**src/rtl/bus_endpoint_if.sv**
```systemverilog
// FU-side and link-side signal bundle for bus_endpoint.
// slave is the endpoint view; master is the FU/link environment view.
interface bus_endpoint_if #(
  parameter int ADDR_W = 4,
  parameter int TAG_W  = 4,
  parameter int MSG_W  = 64
);
  logic              fu_val_i;
  logic [ADDR_W-1:0] fu_dst_i;
  logic [TAG_W-1:0]  fu_tag_i;
  logic [MSG_W-1:0]  fu_msg_i;
  logic              fu_ack_o;
  logic              fu_val_o;
  logic [ADDR_W-1:0] fu_src_o;
  logic [TAG_W-1:0]  fu_tag_o;
  logic [MSG_W-1:0]  fu_msg_o;
  logic              fu_rdy_i;
  logic              net_tx_valid_o;
  logic              net_tx_ready_i;
  logic [ADDR_W-1:0] net_tx_src_o;
  logic [ADDR_W-1:0] net_tx_dst_o;
  logic [TAG_W-1:0]  net_tx_tag_o;
  logic [MSG_W-1:0]  net_tx_msg_o;
  logic              net_rx_valid_i;
  logic              net_rx_ready_o;
  logic [ADDR_W-1:0] net_rx_src_i;
  logic [ADDR_W-1:0] net_rx_dst_i;
  logic [TAG_W-1:0]  net_rx_tag_i;
  logic [MSG_W-1:0]  net_rx_msg_i;
  logic [15:0]       drop_cnt_o;

  modport slave (
    input  fu_val_i, fu_dst_i, fu_tag_i, fu_msg_i,
    output fu_ack_o,
    output fu_val_o, fu_src_o, fu_tag_o, fu_msg_o,
    input  fu_rdy_i,
    output net_tx_valid_o,
    input  net_tx_ready_i,
    output net_tx_src_o, net_tx_dst_o,
    output net_tx_tag_o, net_tx_msg_o,
    input  net_rx_valid_i,
    output net_rx_ready_o,
    input  net_rx_src_i, net_rx_dst_i,
    input  net_rx_tag_i, net_rx_msg_i,
    output drop_cnt_o
  );

  modport master (
    output fu_val_i, fu_dst_i, fu_tag_i, fu_msg_i,
    input  fu_ack_o,
    input  fu_val_o, fu_src_o, fu_tag_o, fu_msg_o,
    output fu_rdy_i,
    input  net_tx_valid_o,
    output net_tx_ready_i,
    input  net_tx_src_o, net_tx_dst_o,
    input  net_tx_tag_o, net_tx_msg_o,
    output net_rx_valid_i,
    input  net_rx_ready_o,
    output net_rx_src_i, net_rx_dst_i,
    output net_rx_tag_i, net_rx_msg_i,
    input  drop_cnt_o
  );
endinterface

```
**src/rtl/bus_endpoint.sv**
```systemverilog
// Network endpoint: FU sends go out through a TX FIFO stamped with NODE_ID,
// inbound packets addressed here queue in an RX FIFO, others are counted.
module bus_endpoint #(
  parameter int NODE_ID  = 0,
  parameter int ADDR_W   = 4,
  parameter int TAG_W    = 4,
  parameter int MSG_W    = 64,
  parameter int TX_DEPTH = 4,
  parameter int RX_DEPTH = 4
) (
  input logic           clk,
  input logic           rst_n,
  bus_endpoint_if.slave bus
);
  localparam int TXA = $clog2(TX_DEPTH);
  localparam int RXA = $clog2(RX_DEPTH);
  localparam logic [ADDR_W-1:0] NODE = ADDR_W'(NODE_ID);
  localparam logic [TXA:0] TX_MAX = (TXA+1)'(TX_DEPTH);
  localparam logic [RXA:0] RX_MAX = (RXA+1)'(RX_DEPTH);

  typedef struct packed {
    logic [ADDR_W-1:0] dst;
    logic [TAG_W-1:0]  tag;
    logic [MSG_W-1:0]  msg;
  } tx_ent_t;

  typedef struct packed {
    logic [ADDR_W-1:0] src;
    logic [TAG_W-1:0]  tag;
    logic [MSG_W-1:0]  msg;
  } rx_ent_t;

  tx_ent_t        tx_mem [TX_DEPTH];
  logic [TXA-1:0] tx_wp;
  logic [TXA-1:0] tx_rp;
  logic [TXA:0]   tx_cnt;
  logic           tx_push;
  logic           tx_pop;
  logic           tx_full;
  logic           tx_empty;

  rx_ent_t        rx_mem [RX_DEPTH];
  logic [RXA-1:0] rx_wp;
  logic [RXA-1:0] rx_rp;
  logic [RXA:0]   rx_cnt;
  logic           rx_push;
  logic           rx_pop;
  logic           rx_full;
  logic           rx_empty;
  logic           rx_match;
  logic           rx_drop;
  logic [15:0]    drop_cnt;

  assign tx_full  = (tx_cnt == TX_MAX);
  assign tx_empty = (tx_cnt == '0);
  assign tx_pop   = !tx_empty && bus.net_tx_ready_i;
  // gated by reset so no ack can escape while the FIFO is being cleared
  assign tx_push  = rst_n && bus.fu_val_i && (!tx_full || tx_pop);

  assign bus.fu_ack_o       = tx_push;
  assign bus.net_tx_valid_o = !tx_empty;
  assign bus.net_tx_src_o   = NODE;
  assign bus.net_tx_dst_o   = tx_mem[tx_rp].dst;
  assign bus.net_tx_tag_o   = tx_mem[tx_rp].tag;
  assign bus.net_tx_msg_o   = tx_mem[tx_rp].msg;

  always_ff @(posedge clk or negedge rst_n) begin
    if (!rst_n) begin
      for (int i = 0; i < TX_DEPTH; i++)
        tx_mem[i] <= '0;
      tx_wp  <= '0;
      tx_rp  <= '0;
      tx_cnt <= '0;
    end else begin
      if (tx_push) begin
        tx_mem[tx_wp] <= '{
          dst: bus.fu_dst_i,
          tag: bus.fu_tag_i,
          msg: bus.fu_msg_i
        };
        tx_wp <= tx_wp + 1'b1;
      end
      if (tx_pop)
        tx_rp <= tx_rp + 1'b1;
      unique case ({tx_push, tx_pop})
        2'b10:   tx_cnt <= tx_cnt + 1'b1;
        2'b01:   tx_cnt <= tx_cnt - 1'b1;
        default: tx_cnt <= tx_cnt;
      endcase
    end
  end

  assign rx_full  = (rx_cnt == RX_MAX);
  assign rx_empty = (rx_cnt == '0);
  assign rx_match = (bus.net_rx_dst_i == NODE);
  assign rx_pop   = !rx_empty && bus.fu_rdy_i;
  assign rx_push  = bus.net_rx_valid_i && rx_match
                 && (!rx_full || rx_pop);
  assign rx_drop  = bus.net_rx_valid_i && !rx_match;

  // misaddressed traffic is always sunk so it never backs up the link
  assign bus.net_rx_ready_o = !rx_match || !rx_full || rx_pop;
  assign bus.fu_val_o       = !rx_empty;
  assign bus.fu_src_o       = rx_mem[rx_rp].src;
  assign bus.fu_tag_o       = rx_mem[rx_rp].tag;
  assign bus.fu_msg_o       = rx_mem[rx_rp].msg;
  assign bus.drop_cnt_o     = drop_cnt;

  always_ff @(posedge clk or negedge rst_n) begin
    if (!rst_n) begin
      for (int i = 0; i < RX_DEPTH; i++)
        rx_mem[i] <= '0;
      rx_wp    <= '0;
      rx_rp    <= '0;
      rx_cnt   <= '0;
      drop_cnt <= '0;
    end else begin
      if (rx_push) begin
        rx_mem[rx_wp] <= '{
          src: bus.net_rx_src_i,
          tag: bus.net_rx_tag_i,
          msg: bus.net_rx_msg_i
        };
        rx_wp <= rx_wp + 1'b1;
      end
      if (rx_pop)
        rx_rp <= rx_rp + 1'b1;
      unique case ({rx_push, rx_pop})
        2'b10:   rx_cnt <= rx_cnt + 1'b1;
        2'b01:   rx_cnt <= rx_cnt - 1'b1;
        default: rx_cnt <= rx_cnt;
      endcase
      if (rx_drop && drop_cnt != 16'hFFFF)
        drop_cnt <= drop_cnt + 1'b1;
    end
  end
endmodule
```
**src/flat_wrapper.sv**
```systemverilog
// flat-port wrapper written by rule: the top's interface ports become plain ports
module bus_endpoint_flat 
#(
  parameter int NODE_ID  = 0,
  parameter int ADDR_W   = 4,
  parameter int TAG_W    = 4,
  parameter int MSG_W    = 64,
  parameter int TX_DEPTH = 4,
  parameter int RX_DEPTH = 4
)
  (clk, rst_n, bus_fu_val_i, bus_fu_dst_i, bus_fu_tag_i, bus_fu_msg_i, bus_fu_ack_o, bus_fu_val_o, bus_fu_src_o, bus_fu_tag_o, bus_fu_msg_o, bus_fu_rdy_i, bus_net_tx_valid_o, bus_net_tx_ready_i, bus_net_tx_src_o, bus_net_tx_dst_o, bus_net_tx_tag_o, bus_net_tx_msg_o, bus_net_rx_valid_i, bus_net_rx_ready_o, bus_net_rx_src_i, bus_net_rx_dst_i, bus_net_rx_tag_i, bus_net_rx_msg_i, bus_drop_cnt_o);
  bus_endpoint_if #(.ADDR_W(ADDR_W), .TAG_W(TAG_W), .MSG_W(MSG_W)) bus_i ();
  input logic clk;
  input logic rst_n;
  input wire logic [$bits(bus_i.fu_val_i)-1:0] bus_fu_val_i;
  input wire logic [$bits(bus_i.fu_dst_i)-1:0] bus_fu_dst_i;
  input wire logic [$bits(bus_i.fu_tag_i)-1:0] bus_fu_tag_i;
  input wire logic [$bits(bus_i.fu_msg_i)-1:0] bus_fu_msg_i;
  output wire logic [$bits(bus_i.fu_ack_o)-1:0] bus_fu_ack_o;
  output wire logic [$bits(bus_i.fu_val_o)-1:0] bus_fu_val_o;
  output wire logic [$bits(bus_i.fu_src_o)-1:0] bus_fu_src_o;
  output wire logic [$bits(bus_i.fu_tag_o)-1:0] bus_fu_tag_o;
  output wire logic [$bits(bus_i.fu_msg_o)-1:0] bus_fu_msg_o;
  input wire logic [$bits(bus_i.fu_rdy_i)-1:0] bus_fu_rdy_i;
  output wire logic [$bits(bus_i.net_tx_valid_o)-1:0] bus_net_tx_valid_o;
  input wire logic [$bits(bus_i.net_tx_ready_i)-1:0] bus_net_tx_ready_i;
  output wire logic [$bits(bus_i.net_tx_src_o)-1:0] bus_net_tx_src_o;
  output wire logic [$bits(bus_i.net_tx_dst_o)-1:0] bus_net_tx_dst_o;
  output wire logic [$bits(bus_i.net_tx_tag_o)-1:0] bus_net_tx_tag_o;
  output wire logic [$bits(bus_i.net_tx_msg_o)-1:0] bus_net_tx_msg_o;
  input wire logic [$bits(bus_i.net_rx_valid_i)-1:0] bus_net_rx_valid_i;
  output wire logic [$bits(bus_i.net_rx_ready_o)-1:0] bus_net_rx_ready_o;
  input wire logic [$bits(bus_i.net_rx_src_i)-1:0] bus_net_rx_src_i;
  input wire logic [$bits(bus_i.net_rx_dst_i)-1:0] bus_net_rx_dst_i;
  input wire logic [$bits(bus_i.net_rx_tag_i)-1:0] bus_net_rx_tag_i;
  input wire logic [$bits(bus_i.net_rx_msg_i)-1:0] bus_net_rx_msg_i;
  output wire logic [$bits(bus_i.drop_cnt_o)-1:0] bus_drop_cnt_o;
  assign bus_i.fu_val_i = bus_fu_val_i;
  assign bus_i.fu_dst_i = bus_fu_dst_i;
  assign bus_i.fu_tag_i = bus_fu_tag_i;
  assign bus_i.fu_msg_i = bus_fu_msg_i;
  assign bus_fu_ack_o = bus_i.fu_ack_o;
  assign bus_fu_val_o = bus_i.fu_val_o;
  assign bus_fu_src_o = bus_i.fu_src_o;
  assign bus_fu_tag_o = bus_i.fu_tag_o;
  assign bus_fu_msg_o = bus_i.fu_msg_o;
  assign bus_i.fu_rdy_i = bus_fu_rdy_i;
  assign bus_net_tx_valid_o = bus_i.net_tx_valid_o;
  assign bus_i.net_tx_ready_i = bus_net_tx_ready_i;
  assign bus_net_tx_src_o = bus_i.net_tx_src_o;
  assign bus_net_tx_dst_o = bus_i.net_tx_dst_o;
  assign bus_net_tx_tag_o = bus_i.net_tx_tag_o;
  assign bus_net_tx_msg_o = bus_i.net_tx_msg_o;
  assign bus_i.net_rx_valid_i = bus_net_rx_valid_i;
  assign bus_net_rx_ready_o = bus_i.net_rx_ready_o;
  assign bus_i.net_rx_src_i = bus_net_rx_src_i;
  assign bus_i.net_rx_dst_i = bus_net_rx_dst_i;
  assign bus_i.net_rx_tag_i = bus_net_rx_tag_i;
  assign bus_i.net_rx_msg_i = bus_net_rx_msg_i;
  assign bus_drop_cnt_o = bus_i.drop_cnt_o;
  bus_endpoint #(.NODE_ID(NODE_ID), .ADDR_W(ADDR_W), .TAG_W(TAG_W), .MSG_W(MSG_W), .TX_DEPTH(TX_DEPTH), .RX_DEPTH(RX_DEPTH)) u_core (.clk(clk), .rst_n(rst_n), .bus(bus_i));
endmodule
```
**config.mk**
```make
export PLATFORM = sky130hd
export DESIGN_NAME = bus_endpoint_flat
export DESIGN_NICKNAME = d
export VERILOG_FILES = /design/src/rtl/bus_endpoint_if.sv /design/src/rtl/bus_endpoint.sv /design/src/flat_wrapper.sv
export SDC_FILE = /design/constraint.sdc
export NUM_CORES = 1
export LEC_CHECK = 0
export ABC_CLOCK_PERIOD_IN_PS = 3100
export CORE_MARGIN = 2
export CORE_UTILIZATION = 41
export DETAILED_ROUTE_END_ITERATION = 8
export GPL_ROUTABILITY_DRIVEN = 0
export PLACE_DENSITY_LB_ADDON = 0.25
export SLEW_MARGIN = 15
export SYNTH_ARGS = -nofsm -noshare
export SYNTH_HDL_FRONTEND = slang
export SYNTH_SLANG_ARGS = --single-unit
```
**constraint.sdc**
```tcl
create_clock -name clk -period 3.1 [get_ports clk]
set_input_delay 0.465 -clock clk [delete_from_list [all_inputs] [get_ports clk]]
set_output_delay 0.465 -clock clk [all_outputs]
set_load 0.01 [all_outputs]
```
==> impl_metrics.env, run 1 <==
export IMPL_status="completed"
export IMPL_preCtsSetupSlack_ps=279
export IMPL_route_detailed_drc=0
export IMPL_cp_max_fo=35
export IMPL_finalCritPeriodShare=0.957
export IMPL_grt_max_degree=173
export IMPL_final_util=0.510
export IMPL_wl_per_cell_um=21.9
export IMPL_synth_area_leaders="dfrtp_1, mux2_4, mux4_2"
export IMPL_drtIter0Drc=573
export IMPL_startpoint_type="flop"
export IMPL_netlist_instances=1550
export IMPL_synth_seq_cells=606
export IMPL_syn_area_um2=27900
export IMPL_tightestPinTransition_ps=1070
export IMPL_switchingPower_mw=10.1
export IMPL_rsz0062_at_grt="false"
export IMPL_dp_hpwl_um=38800
export IMPL_hold_viol=0
export IMPL_ioPinCount=322
export IMPL_vdd_drop_max_mv=0.534
export IMPL_final_cells=2826
export IMPL_synth_mux_area_frac=0.387
export IMPL_synth_async_sr_flop_share=1.00
export IMPL_num_rows=95
export IMPL_slew_viol_final=0
export IMPL_dr_pass1_iters=4
export IMPL_power_frac_clock=0.230
export IMPL_internal_power_mw=24.8
export IMPL_hold_path_class="input port to asynchronous set/reset pin"
export IMPL_fillers=5509
export IMPL_die_height_um=265
export IMPL_setup_viol=0
export IMPL_postRouteAntennaNets=0
export IMPL_register_area_um2=15200
export IMPL_routed_wl_um=61900
export IMPL_vias_per_cell=5.27
export IMPL_clk_path_buf_depth=3
export IMPL_grt_pass1_vias=16800
export IMPL_synth_top_family_by_area="multiplexers"
export IMPL_yosysSeqAreaShare=0.543
export IMPL_core_area_um2=67300
export IMPL_antenna_found_initial=7
export IMPL_drive_gt1_frac=0.450
export IMPL_timing_final_ws_setup_ps=132
export IMPL_grt_ovfl_total=0
export IMPL_cap_violations=0
export IMPL_root_buffer="clkbuf_16"
export IMPL_worstPathArrival_ps=2500
export IMPL_place_area_um2=32000
export IMPL_slew_headroom=0.289
export IMPL_synthXorXnorAreaFrac=0.00659
export IMPL_skew_ps=18.7
export IMPL_clk_pin_slew_ps=60
export IMPL_synth_top_cell_by_area="dfrtp_1"
export IMPL_die_w_um=265
export IMPL_fmax_mhz=337
export IMPL_clock_latency_ps=600
export IMPL_power_frac_seq=0.373
export IMPL_end_kind="output pin"
export IMPL_p_per_area_nw_per_um2=1020
export IMPL_cts_resized=0
export IMPL_dieArea_um2=70200
export IMPL_synth_fa_ha_area_frac=0.00592
export IMPL_yosys_area_share_simple=0.0140
export IMPL_initial_core_util=0.415
export IMPL_design_area_um2=34300
export IMPL_combPwrFrac=0.397
export IMPL_total_power_mw=34.9
export IMPL_post_cts_buffers=3
export IMPL_finalSetupTns_ps=0
export IMPL_synth_compound_area_frac=0.00695
export IMPL_yosysTopAreaCellShare=0.543
export IMPL_dominantRegCellSynth="dfrtp_1"
export IMPL_dpl_cell_count=2702
export IMPL_h_tree_depth=3
export IMPL_numPortBuffers=317
export IMPL_cts_made_buffers=69
export IMPL_clock_sinks=606
export IMPL_cp_required_ps=2630
export IMPL_synth_most_common_cell="dfrtp_1"
export IMPL_synth_edf_count=0
export IMPL_avgSynthCellArea_um2=18.0
export IMPL_path_class="flop to output pin"
export IMPL_hold_ws_ps=34.8
export IMPL_netlist_cell_type_count=49
export IMPL_area_delta_synth_final_pct=22.8
export IMPL_synth_common_cells="dfrtp_1, mux2_4, mux2_2"
export IMPL_multi_input_area_um2=11800
export IMPL_grt_util_all_layers=0.181
export IMPL_grt_pass1_wl_um=100000
export IMPL_cts_tree="yes"
export IMPL_min_period_ps=2970
export IMPL_hold_buffers=0
export IMPL_nNetsFinal=2069
export IMPL_ys_warn_count=0
export IMPL_switching_share=0.290
export IMPL_via_count=14900
export IMPL_power_leakage_nw=15.8
[layout by cell type (no fill, tap or decap), types with 3 or more instances in the layout]
cell	Yosys	layout
nand4_1	3	3
clkbuf_16	0	71
a21oi_1	6	6
inv_1	11	11
dfrtp_1	606	602
nand2_1	11	11
xor2_1	5	5
clkinv_2	0	9
nand3_1	6	6
o21ai_0	8	8
mux2_4	280	280
mux4_2	144	144
and3_1	4	4
nor2_1	5	5
nor3_1	3	3
buf_4	32	28
buf_12	29	28
nand2_4	0	4
xnor2_1	16	16
ha_1	10	10
clkbuf_8	0	19
nand2_8	4	4
o211ai_1	3	3
clkdlybuf4s50_1	0	316
mux2_2	270	270
clkbuf_1	14	13
conb_1	1	4
mux2_1	29	29
[power by group through the flow]
stage | logic [mW] | clock network [mW] | registers, mW
floorplan | 8.80 | 0 | 12.4
global placement | 13.8 | 0 | 12.9
detailed placement | 14.0 | 0 | 13.1
CTS | 14.1 | 8.27 | 13.0
global route | 14.8 | 8.59 | 13.4
finish | 13.9 | 8.01 | 13.0
[layout make-up]
type	count	share of cell area
multi-input cells	842	0.344
diodes	1	0.0000730
clock inverters	17	0.00438
well taps	873	0.0319
flip-flops and latches	606	0.443
inverters	11	0.00120
repair buffers	373	0.115
clock buffers	103	0.0609
[path summary, 6_finish.rpt]
path                                     from            endpoint  slack, ps  cells after the start
min in group clk                        rst_n    u_core.tx_cnt[1]        420                      5
max in group asynchronous               rst_n  u_core.rx_mem[197]       1530                      3
hold / removal                          rst_n  u_core.tx_mem[141]         30                      2
setup / recovery              u_core.rx_rp[0]    bus_fu_msg_o[37]        130                      3
hold reg to reg            u_core.tx_mem[282]  u_core.tx_mem[282]        490                      1
setup reg to reg             u_core.rx_cnt[1]    u_core.rx_cnt[2]        670                      9
[registers in the layout, indices dropped and copies added (netlist names), 3 cells and up]
| name | cells |
|---|---|
| u_core.rx_mem | 288 |
| u_core.tx_mem | 288 |
| u_core.bus.drop_cnt_o | 16 |
| u_core.rx_cnt | 3 |
| u_core.tx_cnt | 3 |
[critical path: stages (launching register included)]
cell and delay (ps):
dfrtp_4 450, buf_12 280, mux4_2 560, clkdlybuf4s50_1 550
[routing by layer]
metal | share of wire | global-route usage
met5 | 0.0012 | 0
met4 | 0.017 | 0.0469
met3 | 0.060 | 0.0505
met2 | 0.49 | 0.299
met1 | 0.43 | 0.237
[cells by family (layout without fill, tap and decap cells)]
kind of cell,Yosys count,in the layout
other,1,5
AND/OR/NAND/NOR,54,54
buffers and inverters,105,504
multiplexers,723,723
flip-flops,606,606
adder cells (fa/ha/maj),12,12
AO/OA/AOI/OAI,28,28
XOR/XNOR,21,21
No activity file was read; power rests on OpenSTA's default activity.
==> run 2: changes to the inputs <==
--- a/config.mk
+++ b/config.mk
@@ -7,7 +7,7 @@
 export LEC_CHECK = 0
 export ABC_CLOCK_PERIOD_IN_PS = 3100
 export CORE_MARGIN = 2
-export CORE_UTILIZATION = 41
+export CORE_UTILIZATION = 55
 export DETAILED_ROUTE_END_ITERATION = 8
 export GPL_ROUTABILITY_DRIVEN = 0
 export PLACE_DENSITY_LB_ADDON = 0.25
==> run 2 against run 1 <==
Cell area is 1.4% lower. Count of clock-buffer cells in the layout is 17 lower. Global-route usage is 4.8 points higher. Register-to-register slack better by 70 ps. Combinational power hardly changed. Clock power is 14% lower. Worst hold slack better by 370 ps. Wire length is 5.3% lower.
==> impl_metrics.env, run 2 (synthesized netlist as in run 1, its figures left out) <==
export IMPL_layout_commonest_cell="dfrtp_1"
export IMPL_vias_per_cell=5.64
export IMPL_via_count=14800
export IMPL_num_rows=82
export IMPL_skew_ps=12.1
export IMPL_nNetsFinal=2073
export IMPL_dieArea_um2=52600
export IMPL_min_period_ps=2990
export IMPL_slew_viol_final=0
export IMPL_cts_tree="yes"
export IMPL_tightestPinTransition_ps=954
export IMPL_setup_viol=0
export IMPL_grt_max_degree=180
export IMPL_cp_required_ps=2630
export IMPL_path_class="flop to output pin"
export IMPL_clock_sinks=606
export IMPL_path_buf_inv=2
export IMPL_die_w_um=229
export IMPL_clock_latency_ps=610
export IMPL_drive_gt1_frac=0.448
export IMPL_h_tree_depth=2
export IMPL_area_delta_synth_final_pct=21.1
export IMPL_num_antenna_cells=0
export IMPL_grt_pass1_wl_um=95200
export IMPL_root_buffer="clkbuf_16"
export IMPL_path_delay_family="buffers and inverters"
export IMPL_antenna_found_initial=3
export IMPL_cap_violations=0
export IMPL_fmax_mhz=335
export IMPL_postRouteAntennaNets=0
export IMPL_rsz0062_at_grt="false"
export IMPL_core_area_um2=50200
export IMPL_power_leakage_nw=15.7
export IMPL_dp_hpwl_um=38000
export IMPL_cts_made_buffers=60
export IMPL_grt_pass1_vias=16600
export IMPL_startpoint_type="flop"
export IMPL_p_per_area_nw_per_um2=1000
export IMPL_hold_path_class="input port to asynchronous set/reset pin"
export IMPL_routed_wl_um=58600
export IMPL_grt_util_all_layers=0.230
export IMPL_route_detailed_drc=0
export IMPL_end_kind="output pin"
export IMPL_finalCritPeriodShare=0.963
export IMPL_clk_path_buf_depth=3
export IMPL_regToRegSetupSlack_ps=740
export IMPL_initial_core_util=0.557
export IMPL_ioPinCount=322
export IMPL_cp_depth=3
export IMPL_reg2regPathDepth=9
export IMPL_numPortBuffers=317
export IMPL_wl_per_cell_um=22.4
export IMPL_grt_ovfl_total=0
export IMPL_dr_pass1_iters=4
export IMPL_worstPathArrival_ps=2520
export IMPL_drtIter0Drc=776
export IMPL_clk_pin_slew_ps=60
export IMPL_path_cells="buf_4 -> mux4_2 -> clkdlybuf4s50_1"
export IMPL_crit_slowest_cell="dfrtp_4"
export IMPL_vdd_drop_max_mv=0.561
export IMPL_cp_max_fo=26
export IMPL_final_util=0.674
export IMPL_status="completed"
export IMPL_slew_headroom=0.364
export IMPL_hold_viol=0
export IMPL_mostFrequentLayoutCells="dfrtp_1, clkdlybuf4s50_1, mux2_4"
export IMPL_fillers=3311
export IMPL_critPathMaxStageDelay_ps=730
export IMPL_die_height_um=229
export IMPL_finalSetupTns_ps=0
## run 2: per-layer routing
metal,part of all wire,vias to the layer above,track usage,routed length [um]
met3,0.050,112,0.0482,2930
met2,0.50,295,0.379,29100
li1,-,6478,-,-
met4,0.026,6,0.0710,1500
met5,0.00068,-,0,40
met1,0.43,7907,0.308,25100
## run 2: worst register-to-register path: cells and delay by family, from the launching register on
family | cells | cell delay [ps]
AND/OR/NAND/NOR | 3 | 780
buffers and inverters | 2 | 130
flip-flops | 1 | 410
adder cells (fa/ha/maj) | 2 | 620
XOR/XNOR | 2 | 340
## run 2: repair_timing
action / 4_1_cts / 5_1_grt
hold buffers: 2 / 0
setup buffers: 2 / 8
setup endpoints to repair: 62 / 10
resized for setup: 1 / 0
hold endpoints to repair: 34 / 0
## run 2: stage by stage
| step | power, mW | hold WS, ps | area, um2 | setup slack [ps] | instances |
|---|---|---|---|---|---|
| 3_3_place_gp | 26.6 | 346 | 31800 | 380 | 2505 |
| 4_1_cts | 34.2 | 374 | 33700 | 11.3 | 2614 |
| 5_1_grt | 35.7 | 404 | 33800 | 39.8 | 2622 |
| 6_report | 33.9 | 405 | 33800 | 114 | 2622 |
| 3_5_place_dp | 27.1 | 356 | 31800 | 292 | 2505 |
| 2_1_floorplan | 21.2 | 169 | 27900 | 805 | 1553 |
## run 2: final cells by class
| class | instances | area [um2] | area share |
|---|---|---|---|
| sequential | 606 | 15200 | 0.449 |
| multi-input combinational | 842 | 11800 | 0.349 |
| timing repair buffer | 386 | 4110 | 0.122 |
| clock buffer | 86 | 1720 | 0.0509 |
| tap | 672 | 841 | 0.0249 |
| clock inverter | 19 | 125 | 0.00370 |
| inverter | 11 | 41.3 | 0.00122 |
## run 2: final timing paths
kind | startpoint | to
max reg2reg | u_core.rx_cnt[1] | u_core.rx_cnt[2]
min in group clk | u_core.tx_mem[226] | u_core.tx_mem[226]
max | u_core.rx_rp[1] | bus_fu_msg_o[4]
max in group asynchronous | rst_n | u_core.rx_mem[274]
min reg2reg | u_core.tx_mem[226] | u_core.tx_mem[226]
min | rst_n | u_core.tx_mem[165]
## run 2: power breakdown
group | switching, mW | total [mW] | leakage [nW] | internal (mW)
clock network | 2.99 | 6.90 | 0.918 | 3.91
logic | 4.95 | 13.9 | 7.09 | 8.97
registers | 1.90 | 13.1 | 7.68 | 11.2
total | 9.85 | 33.9 | 15.7 | 24.1
==> run 3: changes to the inputs <==
--- a/config.mk
+++ b/config.mk
@@ -8,6 +8,7 @@
 export ABC_CLOCK_PERIOD_IN_PS = 3100
 export CORE_MARGIN = 2
 export CORE_UTILIZATION = 55
+export CTS_CLUSTER_SIZE = 8
 export DETAILED_ROUTE_END_ITERATION = 8
 export GPL_ROUTABILITY_DRIVEN = 0
 export PLACE_DENSITY_LB_ADDON = 0.25
@@ -15,3 +16,4 @@
 export SYNTH_ARGS = -nofsm -noshare
 export SYNTH_HDL_FRONTEND = slang
 export SYNTH_SLANG_ARGS = --single-unit
+export TNS_END_PERCENT = 1
==> run 3 against run 2 <==
Critical path depth unchanged. First-iteration DRC count down 10%. Sequential power about the same. Clock skew up 5.0 ps. Worst hold slack better by 7.4 ps. Non-clock buffer count down 5. Register-to-register slack about the same. Die area unchanged. Largest cell class unchanged.
==> impl_metrics.env, run 3 (synthesized netlist as in run 1, its figures left out) <==
export IMPL_cts_made_buffers=85
export IMPL_area_delta_synth_final_pct=22.4
export IMPL_numPortBuffers=317
export IMPL_regToRegSetupSlack_ps=740
export IMPL_clk_pin_slew_ps=50
export IMPL_route_detailed_drc=0
export IMPL_initial_core_util=0.557
export IMPL_power_leakage_nw=15.9
export IMPL_dpl_cell_count=2505
export IMPL_fillers=3254
export IMPL_clk_path_buf_depth=3
export IMPL_slew_headroom=0.355
export IMPL_cap_violations=0
export IMPL_combPwrFrac=0.393
export IMPL_dp_hpwl_um=38000
export IMPL_design_area_um2=34200
export IMPL_reg2regPathDepth=9
export IMPL_finalSetupTns_ps=0
export IMPL_rsz0062_at_grt="true"
export IMPL_postRouteAntennaNets=0
export IMPL_layout_commonest_cell="dfrtp_1"
export IMPL_place_area_um2=31800
export IMPL_final_cells=2609
export IMPL_switching_share=0.289
export IMPL_fmax_mhz=333
export IMPL_vdd_drop_max_mv=0.529
export IMPL_die_w_um=229
export IMPL_dieArea_um2=52600
export IMPL_dr_pass1_iters=4
export IMPL_path_class="flop to output pin"
export IMPL_p_per_area_nw_per_um2=1030
export IMPL_h_tree_depth=3
export IMPL_switchingPower_mw=10.1
export IMPL_routed_wl_um=59300
export IMPL_reg2reg_to="u_core.rx_cnt[2]"
export IMPL_setup_viol=0
export IMPL_cp_max_fo=26
export IMPL_startpoint_type="flop"
export IMPL_die_height_um=229
export IMPL_hold_viol=0
export IMPL_ioPinCount=322
export IMPL_clock_sinks=606
export IMPL_end_kind="output pin"
export IMPL_worstPathArrival_ps=2540
export IMPL_clock_latency_ps=620
export IMPL_core_area_um2=50200
export IMPL_nNetsFinal=2093
export IMPL_status="completed"
export IMPL_skew_ps=17.1
export IMPL_power_frac_clock=0.231
export IMPL_cts_tree="yes"
export IMPL_internal_power_mw=25.0
export IMPL_mostFrequentLayoutCells="dfrtp_1, clkdlybuf4s50_1, mux2_4"
export IMPL_finalCritPeriodShare=0.969
export IMPL_antenna_found_initial=4
export IMPL_grt_pass1_vias=16900
export IMPL_via_count=14900
export IMPL_slew_viol_final=0
export IMPL_num_rows=82
export IMPL_r2r_start="u_core.rx_cnt[0]"
export IMPL_hold_path_class="input port to asynchronous set/reset pin"
export IMPL_min_period_ps=3000
export IMPL_power_frac_seq=0.376
export IMPL_grt_pass1_wl_um=96900
export IMPL_wl_per_cell_um=22.7
export IMPL_cp_required_ps=2630
export IMPL_grt_util_all_layers=0.234
export IMPL_grt_max_degree=180
export IMPL_grt_ovfl_total=0
export IMPL_root_buffer="clkbuf_16"
export IMPL_vias_per_cell=5.69
export IMPL_tightestPinTransition_ps=968
export IMPL_total_power_mw=35.1
export IMPL_drtIter0Drc=697
export IMPL_drive_gt1_frac=0.450
## run 3: metal layers
| metal | global-route usage | wire (um) |
|---|---|---|
| met2 | 0.387 | 29700 |
| met1 | 0.306 | 25000 |
| met5 | 0 | 40 |
| met4 | 0.0804 | 1430 |
| met3 | 0.0575 | 3180 |
## run 3: per-stage QoR
step                 util  hold slack, ps  worst slack (ps)
detailed placement  0.635             356               292
global placement    0.635             346               380
CTS                 0.680             375             -12.9
floorplan               -             169               805
global route        0.681             406             -3.44
finish              0.681             413              96.2
## run 3: critical path: stages, from the launching register on
cell and delay, ps:
dfrtp_4 730, buf_4 310, mux4_2 360, clkdlybuf4s50_1 500
## run 3: worst max path at each step
| stage | from | to | cells after the start |
|---|---|---|---|
| global route | u_core.tx_rp[0] | bus_net_tx_msg_o[59] | 3 |
| finish | u_core.rx_rp[1] | bus_fu_msg_o[4] | 3 |
| CTS | u_core.rx_rp[0] | bus_fu_msg_o[35] | 3 |
| floorplan | bus_fu_rdy_i | u_core.rx_cnt[2] | 10 |
| global placement | bus_net_rx_dst_i[1] | u_core.rx_mem[42] | 7 |
| detailed placement | bus_fu_rdy_i | u_core.rx_cnt[2] | 10 |
## run 3: area by class of cell
cell class              instances  area, um2  share of cell area
diodes                          1       2.50           0.0000732
multi-input cells             842      11800               0.345
clock buffers                  89       2150              0.0630
inverters                      11       41.3             0.00121
flip-flops and latches        606      15200               0.444
clock inverters                 7       98.8             0.00289
well taps                     672        841              0.0246
repair buffers                381       4080               0.119
## run 3: what timing repair did
action | CTS | global route
gates cloned | 0 | 0
setup buffers | 1 | 4
hold buffers | 2 | 0
hold endpoints to repair | 34 | 0
endpoints found under the setup margin | 69 | 35
resized for setup | 6 | 5
## run 3: power groups by stage
stage          clock [mW]  combinational (mW)  sequential [mW]
2_1_floorplan           0                8.80             12.4
3_3_place_gp            0                13.6             13.1
3_5_place_dp            0                13.8             13.3
4_1_cts              8.34                14.0             13.2
5_1_grt              8.69                14.7             13.6
6_report             8.13                13.8             13.2
